<file path="src/rtl/axil_pkg.sv">
// axil_pkg: shared encodings for the AXI-lite load path.
// Rev 1.0
`default_nettype none

package axil_pkg;

  localparam logic [1:0] SZ_BYTE = 2'd0;
  localparam logic [1:0] SZ_HALF = 2'd1;
  localparam logic [1:0] SZ_WORD = 2'd2;

  localparam logic RRESP_OKAY = 1'b0;
  localparam logic RRESP_ERR  = 1'b1;

  typedef enum logic [1:0] {
    IDLE = 2'd0,
    ADDR = 2'd1,
    DATA = 2'd2,
    RESP = 2'd3
  } state_t;

  // Size 3 is treated as a word, so anything above half needs full alignment.
  function automatic logic is_misaligned(input logic [1:0] size, input logic [1:0] off);
    case (size)
      SZ_BYTE: is_misaligned = 1'b0;
      SZ_HALF: is_misaligned = off[0];
      default: is_misaligned = (off != 2'b00);
    endcase
  endfunction

endpackage

`default_nettype wire

</file>
<file path="src/rtl/lsu_axil_read_master_if.sv">
// lsu_axil_read_master_if: single-beat AXI-lite AR/R channel bundle.
// Rev 1.0
`default_nettype none

interface lsu_axil_read_master_if #(
  parameter int ADDR_W = 32,
  parameter int DATA_W = 32
);

  logic [ADDR_W-1:0] araddr;
  logic              arvalid;
  logic              arready;
  logic [DATA_W-1:0] rdata;
  logic              rresp;
  logic              rvalid;
  logic              rready;

  modport master (
    output araddr, arvalid, rready,
    input  arready, rdata, rresp, rvalid
  );

  modport slave (
    input  araddr, arvalid, rready,
    output arready, rdata, rresp, rvalid
  );

endinterface

`default_nettype wire

</file>
<file path="src/rtl/load_align_extend.sv">
// load_align_extend: picks the addressed byte/half out of a 32-bit word and extends it.
// Rev 1.0
`default_nettype none

module load_align_extend
  import axil_pkg::*;
#(
  parameter int DATA_W = 32
) (
  input  logic [DATA_W-1:0] rdata,
  input  logic [1:0]        off,
  input  logic [1:0]        size,
  input  logic              is_unsigned,
  output logic [DATA_W-1:0] data
);

  logic [DATA_W-1:0] lane;

  always_comb begin
    lane = rdata >> {off, 3'b000};
    case (size)
      SZ_BYTE: data = {{(DATA_W-8){~is_unsigned & lane[7]}}, lane[7:0]};
      SZ_HALF: data = {{(DATA_W-16){~is_unsigned & lane[15]}}, lane[15:0]};
      default: data = rdata;
    endcase
  end

endmodule

`default_nettype wire

</file>
<file path="src/rtl/lsu_axil_read_master.sv">
// lsu_axil_read_master: one-outstanding load request -> AXI-lite AR/R -> registered response.
// Rev 1.0
`default_nettype none

module lsu_axil_read_master
  import axil_pkg::*;
#(
  parameter int ADDR_W = 32,
  parameter int DATA_W = 32
) (
  input  logic              clk,
  input  logic              rst,
  input  logic              req_valid,
  output logic              req_ready,
  input  logic [ADDR_W-1:0] req_addr,
  input  logic [1:0]        req_size,
  input  logic              req_unsigned,
  output logic              resp_valid,
  input  logic              resp_ready,
  output logic [DATA_W-1:0] resp_data,
  output logic              resp_err,
  output logic              resp_misalign,
  lsu_axil_read_master_if.master bus
);

  state_t            state_q, state_n;
  logic [1:0]        off_q, off_n;
  logic [1:0]        size_q, size_n;
  logic              uns_q, uns_n;
  logic [ADDR_W-1:0] araddr_q, araddr_n;
  logic              arvalid_q, arvalid_n;
  logic              rready_q, rready_n;
  logic              req_ready_n;
  logic              resp_valid_n;
  logic [DATA_W-1:0] resp_data_n;
  logic              resp_err_n;
  logic              resp_misalign_n;
  logic [DATA_W-1:0] aligned;

  load_align_extend #(.DATA_W(DATA_W)) u_align (
    .rdata       (bus.rdata),
    .off         (off_q),
    .size        (size_q),
    .is_unsigned (uns_q),
    .data        (aligned)
  );

  always_comb begin
    state_n         = state_q;
    off_n           = off_q;
    size_n          = size_q;
    uns_n           = uns_q;
    araddr_n        = araddr_q;
    arvalid_n       = arvalid_q;
    rready_n        = rready_q;
    req_ready_n     = req_ready;
    resp_valid_n    = resp_valid;
    resp_data_n     = resp_data;
    resp_err_n      = resp_err;
    resp_misalign_n = resp_misalign;

    case (state_q)
      IDLE: begin
        if (req_valid && req_ready) begin
          off_n       = req_addr[1:0];
          size_n      = req_size;
          uns_n       = req_unsigned;
          req_ready_n = 1'b0;
          // Misaligned loads never touch the bus; they complete locally as errors.
          if (is_misaligned(req_size, req_addr[1:0])) begin
            resp_valid_n    = 1'b1;
            resp_err_n      = 1'b1;
            resp_misalign_n = 1'b1;
            resp_data_n     = '0;
            state_n         = RESP;
          end else begin
            araddr_n  = {req_addr[ADDR_W-1:2], 2'b00};
            arvalid_n = 1'b1;
            state_n   = ADDR;
          end
        end
      end
      ADDR: begin
        if (bus.arready) begin
          arvalid_n = 1'b0;
          rready_n  = 1'b1;
          state_n   = DATA;
        end
      end
      DATA: begin
        if (bus.rvalid && rready_q) begin
          rready_n        = 1'b0;
          resp_valid_n    = 1'b1;
          resp_data_n     = aligned;
          resp_err_n      = (bus.rresp == RRESP_ERR);
          resp_misalign_n = 1'b0;
          state_n         = RESP;
        end
      end
      RESP: begin
        if (resp_ready) begin
          resp_valid_n = 1'b0;
          req_ready_n  = 1'b1;
          state_n      = IDLE;
        end
      end
      default: state_n = IDLE;
    endcase
  end

  always_ff @(posedge clk or posedge rst) begin
    if (rst) begin
      state_q       <= IDLE;
      off_q         <= 2'b00;
      size_q        <= SZ_BYTE;
      uns_q         <= 1'b0;
      araddr_q      <= '0;
      arvalid_q     <= 1'b0;
      rready_q      <= 1'b0;
      req_ready     <= 1'b1;
      resp_valid    <= 1'b0;
      resp_data     <= '0;
      resp_err      <= 1'b0;
      resp_misalign <= 1'b0;
    end else begin
      state_q       <= state_n;
      off_q         <= off_n;
      size_q        <= size_n;
      uns_q         <= uns_n;
      araddr_q      <= araddr_n;
      arvalid_q     <= arvalid_n;
      rready_q      <= rready_n;
      req_ready     <= req_ready_n;
      resp_valid    <= resp_valid_n;
      resp_data     <= resp_data_n;
      resp_err      <= resp_err_n;
      resp_misalign <= resp_misalign_n;
    end
  end

  assign bus.araddr  = araddr_q;
  assign bus.arvalid = arvalid_q;
  assign bus.rready  = rready_q;

endmodule

`default_nettype wire

</file>
<file path="src/flat_wrapper.sv">
// flat-port wrapper written by rule: the top's interface ports become plain ports
module lsu_axil_read_master_flat import axil_pkg::*;
#(
  parameter int ADDR_W = 32,
  parameter int DATA_W = 32
)
  (clk, rst, req_valid, req_ready, req_addr, req_size, req_unsigned, resp_valid, resp_ready, resp_data, resp_err, resp_misalign, bus_araddr, bus_arvalid, bus_rready, bus_arready, bus_rdata, bus_rresp, bus_rvalid);
  lsu_axil_read_master_if #(.ADDR_W(ADDR_W), .DATA_W(DATA_W)) bus_i ();
  input  logic clk;
  input  logic rst;
  input  logic req_valid;
  output logic req_ready;
  input  logic [ADDR_W-1:0] req_addr;
  input  logic [1:0] req_size;
  input  logic req_unsigned;
  output logic resp_valid;
  input  logic resp_ready;
  output logic [DATA_W-1:0] resp_data;
  output logic resp_err;
  output logic resp_misalign;
  output wire logic [$bits(bus_i.araddr)-1:0] bus_araddr;
  output wire logic [$bits(bus_i.arvalid)-1:0] bus_arvalid;
  output wire logic [$bits(bus_i.rready)-1:0] bus_rready;
  input wire logic [$bits(bus_i.arready)-1:0] bus_arready;
  input wire logic [$bits(bus_i.rdata)-1:0] bus_rdata;
  input wire logic [$bits(bus_i.rresp)-1:0] bus_rresp;
  input wire logic [$bits(bus_i.rvalid)-1:0] bus_rvalid;
  assign bus_araddr = bus_i.araddr;
  assign bus_arvalid = bus_i.arvalid;
  assign bus_rready = bus_i.rready;
  assign bus_i.arready = bus_arready;
  assign bus_i.rdata = bus_rdata;
  assign bus_i.rresp = bus_rresp;
  assign bus_i.rvalid = bus_rvalid;
  lsu_axil_read_master #(.ADDR_W(ADDR_W), .DATA_W(DATA_W)) u_core (.clk(clk), .rst(rst), .req_valid(req_valid), .req_ready(req_ready), .req_addr(req_addr), .req_size(req_size), .req_unsigned(req_unsigned), .resp_valid(resp_valid), .resp_ready(resp_ready), .resp_data(resp_data), .resp_err(resp_err), .resp_misalign(resp_misalign), .bus(bus_i));
endmodule
</file>
<file path="config.mk">
export PLATFORM = sky130hd
export DESIGN_NAME = lsu_axil_read_master_flat
export DESIGN_NICKNAME = d
export VERILOG_FILES = /design/src/rtl/axil_pkg.sv /design/src/rtl/lsu_axil_read_master_if.sv /design/src/rtl/load_align_extend.sv /design/src/rtl/lsu_axil_read_master.sv /design/src/flat_wrapper.sv
export SDC_FILE = /design/constraint.sdc
export NUM_CORES = 1
export LEC_CHECK = 0
export ABC_AREA = 1
export CAP_MARGIN = 20
export CORE_AREA = 10 10 86 88
export DETAILED_ROUTE_END_ITERATION = 10
export DIE_AREA = 0 0 96 98
export DONT_BUFFER_PORTS = 1
export PLACE_DENSITY = 0.81
export SLEW_MARGIN = 20
export SYNTH_ARGS = -nofsm -noshare
export SYNTH_HDL_FRONTEND = slang
export SYNTH_SLANG_ARGS = --single-unit
</file>
<file path="constraint.sdc">
create_clock -name clk -period 4.5 [get_ports clk]
set_input_delay 0.9 -clock clk [delete_from_list [all_inputs] [get_ports clk]]
set_output_delay 0.9 -clock clk [all_outputs]
set_load 0.02 [all_outputs]
</file>
== After elaboration in Yosys (flattened, before gate mapping) ==
Index checks and enable logic that the tools add are counted.

* Register bits: 75
* Output and inout port bits: 70

* Eq/ne operators: 11
* Reductions and logical operators: 19
* Shift operators: 1
* Multiplexer cells: 32
* Bitwise gates (word level): 4

{| class="wikitable"
|+ Operators by type and width
! kind !! number
|-
| $pmux W32 S2 || 2
|-
| $mux W32 || 3
|-
| $shr A32 B5 Y16 || 1
|-
| $mux W1 || 14
|-
| $pmux W1 S2 || 6
|-
| $reduce_and A4 Y1 || 3
|-
| $mux W2 || 5
|-
| $reduce_bool A2 Y1 || 5
|-
| $reduce_and A3 Y1 || 3
|-
| $pmux W2 S4 || 1
|-
| $eq A2 B1 Y1 const B || 3
|-
| $logic_not A2 Y1 || 3
|-
| $ne A2 B1 Y1 const B || 3
|-
| $ne A2 B2 Y1 const B || 3
|-
| $reduce_and A5 Y1 || 1
|-
| $eq A2 B2 Y1 const B || 2
|-
| $pmux W1 S3 || 1
|-
| $reduce_bool A3 Y1 || 1
|-
| $and A1 B1 Y1 || 2
|-
| $logic_and A1 B1 Y1 || 2
|-
| $not A1 Y1 || 2
|-
| $reduce_and A2 Y1 || 1
|}

== Logic depth before layout (Yosys ltp) ==
* Depth in word-level cells: 7
* Depth in mapped cells: 10
* Gate-level depth less buffers: 9

== By module ==
A second synthesis with hierarchy kept.

* Cells, all modules: 577
* Area, all modules: 4346.7 sq um

{| class="wikitable"
|+ By module, submodules not included
! module !! sequential area each (sq um) !! cells an instance !! area an instance (sq um) !! instances
|-
| lsu_axil_read_master || 1878.1 || 403 || 3503.4 || 1
|-
| load_align_extend || 0.0 || 174 || 843.3 || 1
|}

== Least setup slack after synthesis ==
OpenSTA, ideal clock, no wires.

* Path kind: input port to flip-flop
* Start point: in req_addr[1]
* End point: reg u_core.resp_data[14]
* Arrival time: 1.708 ns
* Required time: 4.384 ns
* Setup slack: 2.676 ns
* Cell stages on the path: 7
* Buffers on the path: 1
* Cell sequence: o21ai_0 > nand2_1 > nand3_2 > buf_2 > nor2_1 > nand2_1 > nand2_1

* Cells in the longest elaborated chain, start to end: 6

{| class="wikitable"
|+ Ends and longest elaborated chain
! what !! line !! source
|-
| start: declaration || flat_wrapper.sv:13 || <nowiki>input logic [ADDR_W-1:0] req_addr;</nowiki>
|-
| $reduce_bool A2 Y1 || axil_pkg.sv:26 || <nowiki>default: is_misaligned = (off != 2'b00);</nowiki>
|-
| $pmux W1 S2 || axil_pkg.sv:23 || <nowiki>case (size)</nowiki>
|-
| $mux W1 || lsu_axil_read_master.sv:64 || <nowiki>if (req_valid && req_ready) begin</nowiki>
|-
| $mux W1 || lsu_axil_read_master.sv:62 || <nowiki>case (state_q)</nowiki>
|-
| $ne A2 B1 Y1 (no source line) || -- ||
|-
| $reduce_and A4 Y1 (no source line) || -- ||
|-
| end signal: assignment || lsu_axil_read_master.sv:135 || <nowiki>resp_data <= resp_data_n;</nowiki>
|-
| end: declaration || lsu_axil_read_master.sv:20 || <nowiki>output logic [DATA_W-1:0] resp_data,</nowiki>
|}

No other way between the ends. The select of a mux whose other input is x is not followed.
A chain may end at the register's enable or synchronous reset.

== Worst setup path after layout ==
* Start point: reg u_core.state_q[0]
* End point: reg u_core.araddr_q[19], in the netlist u_core.bus.araddr[19]

* Cells in the longest elaborated chain, start to end: 2

{| class="wikitable"
|+ Ends and longest elaborated chain
! what !! line !! source
|-
| start: declaration || lsu_axil_read_master.sv:26 || <nowiki>state_t state_q, state_n;</nowiki>
|-
| start signal: assignment || lsu_axil_read_master.sv:126 || <nowiki>state_q <= state_n;</nowiki>
|-
| $logic_not A2 Y1 || lsu_axil_read_master.sv:62 ||
|-
| $reduce_and A3 Y1 (no source line) || -- ||
|-
| end signal: assignment || lsu_axil_read_master.sv:130 || <nowiki>araddr_q <= araddr_n;</nowiki>
|-
| end: declaration || lsu_axil_read_master.sv:30 || <nowiki>logic [ADDR_W-1:0] araddr_q, araddr_n;</nowiki>
|}

No other way between the ends.

==> results_dict.tcl <==
set metrics [dict create \
    status "finished, final reports clean" \
    peakVddDrop_v 0.0004584 \
    dieArea_um2 9408 \
    drt-initial-drc-count 131 \
    antenna_left 0 \
    crit_arrival_ps 2560 \
    seq_area_um2 1878 \
    end_kind "flip-flop" \
    nets 581 \
    gp_congestion 0.9309 \
    min_path_type "input port to async pin" \
    rows 28 \
    instances_no_fill 583 \
    vias 3238 \
    ys_seq_area_share_pct 50.80 \
    tns_ps 0 \
    fin_crit_sh_pct 50.80 \
    cts_htree_levels 3 \
    cts-hold-fix-buffers 0 \
    fp.dieH_um 98 \
    ys_warn_count 0 \
    crit_family "buffers and inverters" \
    clkSlewWorstSetupHoldPaths_ps 90 \
    drc 0 \
    start_util_pct 64.35 \
    crit_buf_inv 4 \
    cts-resized-gates 0 \
    dpl_worst_slack_ps 2079 \
    cts_setup_buffers 0 \
    worstMarginPinSlew_ps 824.8 \
    postSynthAreaPerCell_um2 7.250 \
    drt_wl_total_um 9877 \
    drt-wirelength-per-cell_um 16.94 \
    place_inst 567 \
    slew_violations 0 \
    leakage_nw 2.123 \
    core_um2 5746 \
    dpl.hpwl_um 7563 \
    cts_root_buf "clkbuf_8" \
    overflow 0 \
    fin_skew_ps 15.86 \
    timing.fmax_mhz 437.4 \
    grt_pass1_vias 3180 \
    n_fill_cell 516 \
    relSlewSlack_pct 44.93 \
    io_pins 144 \
    fin_ws_ps 2214 \
    cts_tree "yes" \
    clock_latency_ps 340 \
    clock_sinks 75 \
    crit_slowest_cell "inv_1" \
    power_density_nw_per_um2 790.0 \
    hold_viol 0 \
    utilization_pct 67.53 \
    n_antenna_cell 0 \
    synth-edff-count 0 \
    worstSetupStartpointType "flip-flop" \
    path_cells "inv_1 -> ha_1 -> inv_1 -> a21oi_1 -> nand3_1 -> buf_4 -> inv_1 -> nand2_1 -> nand2_1" \
    dieWidth_um 96 \
    routed_via_density 5.554 \
    rsz0062_at_grt "no" \
    io_buffer_count 0 \
    critPathMaxFanout 32 \
    synthesis.area_um2 3697 \
    synth_cell_types 28 \
    required_ps 4770 \
    antenna_found_initial 0 \
    numCtsBuffers 9 \
    maxCapViolCount 0 \
    synth_seq_cells 75 \
    multi_input_area_um2 1642 \
    track_usage_pct 20.45 \
    firstDrtPassIters 5 \
    ys.flop_type "dfrtp_1" \
    async_reset_ff_share_pct 100.0 \
    syn_inst 510 \
    drive_above_1_share_pct 5.512 \
    grt_pass1_wl_um 15510 \
    grt_max_degree 43 \
    setup.worst_path.class "flip-flop to flip-flop" \
    setup_viol 0 \
    critPathMostFrequentCell "inv_1" \
    min_period_ps 2286 \
    clk_path_buf_depth 2 \
    synthToLayoutAreaGrowth_pct 4.941 \
    max_stage_delay_ps 620 \
]
## report_power, final
part | switching (mW) | internal [mW] | total (mW)
clock network | 0.250 | 0.218 | 0.467
logic | 0.676 | 0.340 | 1.02
registers | 0.606 | 0.975 | 1.58
total | 1.53 | 1.53 | 3.07
## registers in the layout, summed over array words and instances, names as in the netlist, 2 cells and up
signal / flops
u_core.resp_data: 32
u_core.off_q: 2
u_core.size_q: 2
u_core.state_q: 2
u_core.bus.araddr: 30
## routing by layer
metal,part of all wire (%),track usage [%],up-vias,routed length [um]
met5,0,0,-,0
met4,1.6,5.448,0,155
met3,15,10.11,17,1482
met2,46,32.47,178,4564
met1,37,23.83,1491,3675
li1,-,-,1552,-
## worst register-to-register path, stage by stage, from the launching register on
cell and delay [ps]:
dfrtp_1 410, inv_1 120, ha_1 270, inv_1 80, a21oi_1 160, nand3_1 90
buf_4 240, inv_1 620, nand2_1 140, nand2_1 100
## layout make-up
cell class,instances,share of cell area [%]
repair buffers,2,0.3870
clock inverters,5,0.9029
clock buffers,11,3.644
well taps,75,2.419
multi-input cells,395,42.31
flip-flops and latches,75,48.40
inverters,20,1.935
## through the flow
step                      hold slack, ps  area (um2)  power, mW
after floorplan                    494.0        3701      2.354
after global placement             529.4        3704      2.565
after detailed placement           567.5        3704      2.619
after CTS                          581.5        3880      3.088
after global routing               605.7        3880      3.320
final                              593.0        3880      3.065
## synth_stat cells, types with 2 or more instances
cell,n,area [um2]
a21oi_1,6,30.03
nand3_1,17,85.08
buf_2,10,50.05
inv_2,3,11.26
ha_1,4,50.05
buf_4,4,30.03
o211ai_1,6,45.04
clkbuf_1,5,18.77
dfrtp_1,74,1852
o21ai_0,17,85.08
inv_1,17,63.81
nor2_1,74,277.8
nand3_2,2,20.02
buf_1,2,7.510
nand2_1,256,960.9
## path summary, 6_finish.rpt
path                                         from                    end  slack, ps  cells past startpoint
worst max-delay path            u_core.state_q[0]  u_core.bus.araddr[19]       2210                      9
worst min-delay path                          rst   u_core.resp_data[19]        590                      1
worst max register to register  u_core.state_q[0]  u_core.bus.araddr[19]       2210                      9
worst min register to register       u_core.uns_q           u_core.uns_q        600                      1
max in group asynchronous                     rst       u_core.req_ready       2920                      2
min in group clk                     u_core.uns_q           u_core.uns_q        600                      1
## logic make-up after synthesis
kind of cell             count (synthesis)  synth area share, %
other                                    1               0.1014
AND/OR/NAND/NOR                        355                37.36
multiplexers                             1               0.3045
AO/OA/AOI/OAI                           33                5.178
flip-flops                              75                50.80
adder cells (fa/ha/maj)                  4                1.354
buffers and inverters                   41                4.907
## cell usage in the layout (no fill, tap or decap), drive strengths merged, types with 2 or more instances in the layout
master and n:
ha 4, clkinv 2, o211ai 6, buf 2, nand3 19, o21ai 17, clkbuf 11, dfrtp 74
conb 2, nand2 257, nor2 75, inv 22, a21oi 6
No activity file was read; power rests on OpenSTA's default activity.
